===== config.mk =====
export PLATFORM = sky130hd
export DESIGN_NAME = mul_unit
export DESIGN_NICKNAME = d
export VERILOG_FILES = /design/src/rtl/mul_unit_pkg.sv /design/src/rtl/mul_unit_negate64.sv /design/src/rtl/mul_unit.sv
export SDC_FILE = /design/constraint.sdc
export NUM_CORES = 1
export LEC_CHECK = 0
export ABC_AREA = 1
export CORE_ASPECT_RATIO = 1.5
export CORE_MARGIN = 2
export CORE_UTILIZATION = 58
export DETAILED_ROUTE_END_ITERATION = 12
export GPL_TIMING_DRIVEN = 1
export PLACE_DENSITY_LB_ADDON = 0.12
export RECOVER_POWER = 25
export SLEW_MARGIN = 20
export SYNTH_ARGS = -nofsm -noshare
export SYNTH_HDL_FRONTEND = slang
export SYNTH_SLANG_ARGS = --single-unit

===== constraint.sdc =====
create_clock -name clk -period 3.5 [get_ports clk]
set_clock_uncertainty 0.2 [all_clocks]
set_input_delay 0.7 -clock clk [delete_from_list [all_inputs] [get_ports clk]]
set_output_delay 0.7 -clock clk [all_outputs]
set_load 0.005 [all_outputs]

===== src/rtl/mul_unit_pkg.sv =====
`default_nettype none
// ============================================================================
// Module   : mul_unit_pkg
// Brief    : Op codes shared with decode, and state encoding for the multiplier.
// Revision : 1.0 - initial release
// ============================================================================
package mul_unit_pkg;

    localparam logic [2:0] c_MUL_OP   = 3'b100;
    localparam logic [2:0] c_UMULL_OP = 3'b101;
    localparam logic [2:0] c_SMULL_OP = 3'b110;

    localparam int         c_STATE_W  = 2;
    localparam logic [c_STATE_W-1:0] c_ST_IDLE = 2'd0;
    localparam logic [c_STATE_W-1:0] c_ST_RUN  = 2'd1;
    localparam logic [c_STATE_W-1:0] c_ST_FIX  = 2'd2;
    localparam logic [c_STATE_W-1:0] c_ST_DONE = 2'd3;

    function automatic logic op_valid(input logic [2:0] op);
        return (op == c_MUL_OP) || (op == c_UMULL_OP) || (op == c_SMULL_OP);
    endfunction

endpackage
`default_nettype wire


===== src/rtl/mul_unit_negate64.sv =====
`default_nettype none
// ============================================================================
// Module   : mul_unit_negate64
// Brief    : Combinational two's-complement negate, N bits wide.
// Revision : 1.0 - initial release
// ============================================================================
module mul_unit_negate64 #(
    parameter int N = 64
) (
    input  logic [N-1:0] i_a,
    output logic [N-1:0] o_y
);

    assign o_y = ~i_a + {{(N-1){1'b0}}, 1'b1};

endmodule
`default_nettype wire


===== src/rtl/mul_unit.sv =====
`default_nettype none
// ============================================================================
// Module   : mul_unit
// Brief    : Iterative shift-add multiplier for MUL / UMULL / SMULL.
// Revision : 1.0 - initial release
// ============================================================================
module mul_unit
    import mul_unit_pkg::*;
#(
    parameter int WIDTH = 32
) (
    input  logic             clk,
    input  logic             reset,
    input  logic             start,
    input  logic [2:0]       op,
    input  logic [WIDTH-1:0] a,
    input  logic [WIDTH-1:0] b,
    output logic             busy,
    output logic             done,
    output logic [WIDTH-1:0] result_lo,
    output logic [WIDTH-1:0] result_hi,
    output logic             flag_n,
    output logic             flag_z
);

    localparam int                c_CNT_W    = $clog2(WIDTH);
    localparam logic [c_CNT_W-1:0] c_CNT_LAST = c_CNT_W'(WIDTH - 1);

    logic [c_STATE_W-1:0] r_state;
    logic [c_CNT_W-1:0]   r_count;
    logic [2*WIDTH-1:0]   r_acc;
    logic [WIDTH-1:0]     r_mcand;
    logic [WIDTH-1:0]     r_mplier;
    logic                 r_neg;
    logic [2:0]           r_op;
    logic [WIDTH-1:0]     r_lo;
    logic [WIDTH-1:0]     r_hi;
    logic                 r_n;
    logic                 r_z;
    logic                 r_done;

    logic [WIDTH-1:0]     w_a_neg;
    logic [WIDTH-1:0]     w_b_neg;
    logic [WIDTH-1:0]     w_a_mag;
    logic [WIDTH-1:0]     w_b_mag;
    logic                 w_signed;
    logic                 w_accept;
    logic [WIDTH:0]       w_sum;
    logic [2*WIDTH-1:0]   w_acc_next;
    logic [2*WIDTH-1:0]   w_acc_neg;
    logic [2*WIDTH-1:0]   w_prod;

    mul_unit_negate64 #(.N(WIDTH)) u_neg_a (
        .i_a (a),
        .o_y (w_a_neg)
    );

    mul_unit_negate64 #(.N(WIDTH)) u_neg_b (
        .i_a (b),
        .o_y (w_b_neg)
    );

    mul_unit_negate64 #(.N(2*WIDTH)) u_neg_acc (
        .i_a (r_acc),
        .o_y (w_acc_neg)
    );

    assign w_signed = (op == c_SMULL_OP);
    assign w_a_mag  = (w_signed && a[WIDTH-1]) ? w_a_neg : a;
    assign w_b_mag  = (w_signed && b[WIDTH-1]) ? w_b_neg : b;
    assign w_accept = start && op_valid(op) &&
                      ((r_state == c_ST_IDLE) || (r_state == c_ST_DONE));

    // Add into the upper half, then shift the whole {carry, acc} right by one.
    assign w_sum      = {1'b0, r_acc[2*WIDTH-1:WIDTH]} +
                        {1'b0, (r_mplier[0] ? r_mcand : {WIDTH{1'b0}})};
    assign w_acc_next = {w_sum, r_acc[WIDTH-1:1]};
    assign w_prod     = r_neg ? w_acc_neg : r_acc;

    always_ff @(posedge clk) begin
        if (reset) begin
            r_state  <= c_ST_IDLE;
            r_count  <= '0;
            r_acc    <= '0;
            r_mcand  <= '0;
            r_mplier <= '0;
            r_neg    <= 1'b0;
            r_op     <= 3'b000;
            r_lo     <= '0;
            r_hi     <= '0;
            r_n      <= 1'b0;
            r_z      <= 1'b0;
            r_done   <= 1'b0;
        end else begin
            r_done <= 1'b0;
            case (r_state)
                c_ST_IDLE, c_ST_DONE: begin
                    if (w_accept) begin
                        r_state  <= c_ST_RUN;
                        r_op     <= op;
                        r_neg    <= w_signed && (a[WIDTH-1] ^ b[WIDTH-1]);
                        r_mcand  <= w_a_mag;
                        r_mplier <= w_b_mag;
                        r_count  <= c_CNT_LAST;
                        r_acc    <= '0;
                    end else begin
                        r_state  <= c_ST_IDLE;
                    end
                end
                c_ST_RUN: begin
                    r_acc    <= w_acc_next;
                    r_mplier <= r_mplier >> 1;
                    if (r_count == '0) begin
                        r_state <= c_ST_FIX;
                    end else begin
                        r_count <= r_count - 1'b1;
                    end
                end
                c_ST_FIX: begin
                    r_state <= c_ST_DONE;
                    r_done  <= 1'b1;
                    r_lo    <= w_prod[WIDTH-1:0];
                    if (r_op == c_MUL_OP) begin
                        r_hi <= '0;
                        r_n  <= w_prod[WIDTH-1];
                        r_z  <= (w_prod[WIDTH-1:0] == '0);
                    end else begin
                        r_hi <= w_prod[2*WIDTH-1:WIDTH];
                        r_n  <= w_prod[2*WIDTH-1];
                        r_z  <= (w_prod == '0);
                    end
                end
                default: r_state <= c_ST_IDLE;
            endcase
        end
    end

    assign busy      = (r_state == c_ST_RUN) || (r_state == c_ST_FIX);
    assign done      = r_done;
    assign result_lo = r_lo;
    assign result_hi = r_hi;
    assign flag_n    = r_n;
    assign flag_z    = r_z;

endmodule
`default_nettype wire

==> metrics.csv <==
stage,metric,value,unit
outcome,outcome,completed,
cts,clockBufferDepth,3,
final_layout,drive_gt1_frac,0.04560,
synthesis,async_reset_ff_frac,0,
sta,clock.fmax,311.8,MHz
die,rows,68,
cts,path_clk_slew,0.06,ns
cts,cts_hold_buf,0,
setup_path,cp-end-kind,flip-flop,
place,postPlaceCellArea,14940,um2
sta,slew_viol_final,0,
synthesis,synthMuxAreaShare,0,
worst_hold_path,min_to,result_hi[8],
die,ios,138,
pwr,vdd_drop_max,0.0003519,V
cts,cts_resized,0,
cts,cts_tree,done,
final_layout,nNetsFinal,2358,
setup_path,cpMaxStageDelayCell,dfxtp_1,
setup_path,reg2regPathDepth,14,
global_route,overflow,0,
pwr,pwr-share-comb,0.151,
route,finalWirelength,41640,um
place,dpl.hpwl,32490,um
sta,setup_tns,0,ns
setup_path,cp_top_family,compound AO/OA/AOI/OAI gates,
die,die_x,127.9,um
final_layout,syn2layout_area_growth,16.67,%
sta,setup_viol,0,
setup_path,slowest_delay,0.47,ns
synthesis,ys_seq_area_frac,0.3088,
synthesis,synth_top_family_by_area,simple AND/OR/NAND/NOR gates,
place,gp_congestion,0.9720,
cts,cts_setup_buffers,0,
route,vias,14359,
setup_path,r2r_slack,0.29,ns
setup_path,path_max_fanout,8,
die,initial_core_util,0.5857,
setup_path,r2r_start,r_mplier[0],
worst_hold_path,min_path_type,flip-flop to flip-flop,
synthesis,synth_compound_area_frac,0.1935,
route,drc_errors,0,
synthesis,synth_fa_ha_area_frac,0.03898,
cts,clkLatencyLatePin,0.52,ns
final_layout,stdcell_area,15580,um2
pwr,seqPwrFrac,0.457,
route,avgRoutedWirePerCell,16.39,um
cts,clockRootBuffer,clkbuf_16,
setup_path,required,3.63,ns
setup_path,crit_arrival,3.34,ns
cts,cts_sinks,206,
die,dieHeight,189.8,um
sta,rsz0062_at_grt,false,
pwr,p_sw_frac,0.2847,
die,coreArea,22800,um2
synthesis,syn_avg_cell_area,6.231,um2
place,port_buffers,137,
setup_path,reg2reg_to,r_acc[59],
synthesis,synth_seq_cells,206,
route,first_pass_iters,5,
global_route,grt_max_degree,80,
worst_hold_path,worstHoldStart,result_hi[8],
pwr,cellInternalPower,3.993,mW
sta,finalCritPeriodShare,0.9163,
synthesis,syn_inst,2143,
synthesis,ys_warn_count,0,
setup_path,start_kind,flip-flop,
synthesis,syn-num-nets,2254,
pwr,leakage,7.442,nW
worst_hold_path,worstHoldPathCells,2,
cts,htreeDepth,1,
sta,worst_pin_slew,1.460,ns
pwr,switchingPower,1.589,mW
synthesis,syn_area,13350,um2
synthesis,synth.distinct_cells,52,
sta,fin_crit,3.207,ns
global_route,antenna_found_initial,1,
setup_path,critical_path_class,flip-flop to flip-flop,
synthesis,synth-xor-area-share,0.03607,
route,drtIter0Drc,956,
cts,numCtsBuffers,21,
route,ant_nets,0,
setup_path,crit_chain,"nand2_1, inv_1, ha_1, inv_1, fa_1, o21ai_0, a21oi_1, inv_1, nand3_1, nand3_1, a21oi_1, or2_2, nand3_1, a21oi_1",
synthesis,synth_flop_cell,dfxtp_1,
synthesis,synth_edf_count,0,
route,viasPerCell,5.653,
synthesis,yosys.area_share.simple,0.3294,
die,dieArea,24280,um2
flow_run,maxCapViolations,0,
sta,hold_viol,0,
global_route,grt_pass1_vias,14105,
setup_path,path_buf_inv,3,
sta,fin_hold_ws,0.2493,ns
pwr,pwr-share-clk,0.392,
global_route,grtUsageTotal,0.3487,
global_route,grt_pass1_wl,68380,um
sta,max_slew_margin,0.02646,
pwr,power_density,358.3,nW/um2
==> sequential cells by signal, summed over array words and instances, names as in the netlist <==
register and flops:
r_mcand 32, flag_z 1, flag_n 1, result_lo 32
result_hi 32, r_state 2, r_acc 64, done 1
r_op 3, r_neg 1, r_mplier 32, r_count 5
==> power groups by stage <==
stage / clock [mW] / sequential [mW] / combinational, mW
after global placement: 0 / 2.60 / 0.818
after floorplan: 0 / 2.56 / 0.539
final: 2.19 / 2.55 / 0.844
after CTS: 2.21 / 2.55 / 0.840
after global routing: 2.29 / 2.56 / 0.940
after detailed placement: 0 / 2.60 / 0.835
==> routing by layer <==
metal  global-route usage  part of all wire
met5                    0                 0
met1               0.3611              0.37
met2               0.6580              0.52
met4               0.2295             0.076
met3              0.03206             0.040
==> synthesized netlist by cell type (all sizes together), types with 5 or more instances <==
master  instances  area (um2)
a22o           13       113.9
o21ai         200        1035
xor2           37       324.1
nand4          26       168.9
nor4           11       68.82
o21bai          5       37.54
nand3         100       520.5
a31oi          11       68.82
o211ai         10       75.07
a21oi         196       984.7
nand2         577        2176
nand3b         11       82.58
xnor2          18       157.7
clkbuf         64       264.0
nor3           33       202.7
dfxtp         206        4124
ha             40       500.5
o221ai         10       87.58
or2            12       75.07
nor2          282        1099
buf            15       76.32
inv           240       900.9
a21o            5       37.54
==> logic make-up (layout without fill, tap and decap cells) <==
logic type,Yosys count,after routing
other,0,1
AO/OA/AOI/OAI,468,468
XOR/XNOR,55,55
flip-flops,206,206
AND/OR/NAND/NOR,1053,1053
adder cells (fa/ha/maj),41,41
buffers and inverters,320,436
==> area by class of cell <==
| class | instances | area [um2] |
|---|---|---|
| multi-input cells | 1617 | 8005 |
| fillers | 2125 | 7222 |
| flip-flops and latches | 206 | 4125 |
| repair buffers | 160 | 1541 |
| inverters | 241 | 904.6 |
| clock buffers | 31 | 623.1 |
| well taps | 280 | 350.3 |
| clock inverters | 4 | 27.53 |
| diodes | 1 | 2.502 |
==> how the worst max path moves through the flow <==
| stage | start | end | slack (ns) | cells after the start |
|---|---|---|---|---|
| 2_1_floorplan | r_mplier[0] | r_acc[59] | 0.58 | 16 |
| 3_3_place_gp | b[0] | r_mplier[28] | 0.23 | 13 |
| 3_5_place_dp | b[0] | r_mplier[28] | 0.15 | 13 |
| 4_1_cts | r_mplier[0] | r_acc[59] | 0.41 | 14 |
| 5_1_grt | r_mplier[0] | r_acc[61] | 0.06 | 17 |
| 6_report | r_mplier[0] | r_acc[59] | 0.29 | 14 |
==> worst min-delay path, delay by kind of cell, from the launching register on <==
family             cells  cell delay (ns)
DFF                    1             0.32
AOI/OAI and AO/OA      1             0.05
and+or+nand+nor        1             0.05
==> through the flow <==
stage                     cells  setup slack [ns]    util  total power, mW
final                      2540            0.2929  0.6833            5.582
after global routing       2539           0.06025  0.6832            5.785
after CTS                  2539            0.4126  0.6836            5.599
after detailed placement   2504            0.1456  0.6551            3.433
after global placement     2504            0.2289  0.6551            3.413
after floorplan            2143            0.5797       -            3.096
==> cells in the final DEF (no fill, tap or decap), drive strengths merged, types with 4 or more instances in the layout <==
| cell type | netlist | routed |
|---|---|---|
| a21o | 5 | 5 |
| a21oi | 196 | 196 |
| a22o | 13 | 13 |
| a31oi | 11 | 11 |
| buf | 15 | 20 |
| clkbuf | 64 | 35 |
| clkdlybuf4s50 | 0 | 96 |
| clkinv | 1 | 4 |
| dfxtp | 206 | 206 |
| dlygate4sd3 | 0 | 40 |
| ha | 40 | 40 |
| inv | 240 | 241 |
| nand2 | 577 | 577 |
| nand3 | 100 | 100 |
| nand3b | 11 | 11 |
| nand4 | 26 | 26 |
| nor2 | 282 | 282 |
| nor3 | 33 | 33 |
| nor4 | 11 | 11 |
| o211ai | 10 | 10 |
| o21ai | 200 | 200 |
| o21bai | 5 | 5 |
| o221ai | 10 | 10 |
| or2 | 12 | 12 |
| xnor2 | 18 | 18 |
| xor2 | 37 | 37 |
Note: power is estimated with default switching activity, not from simulation.
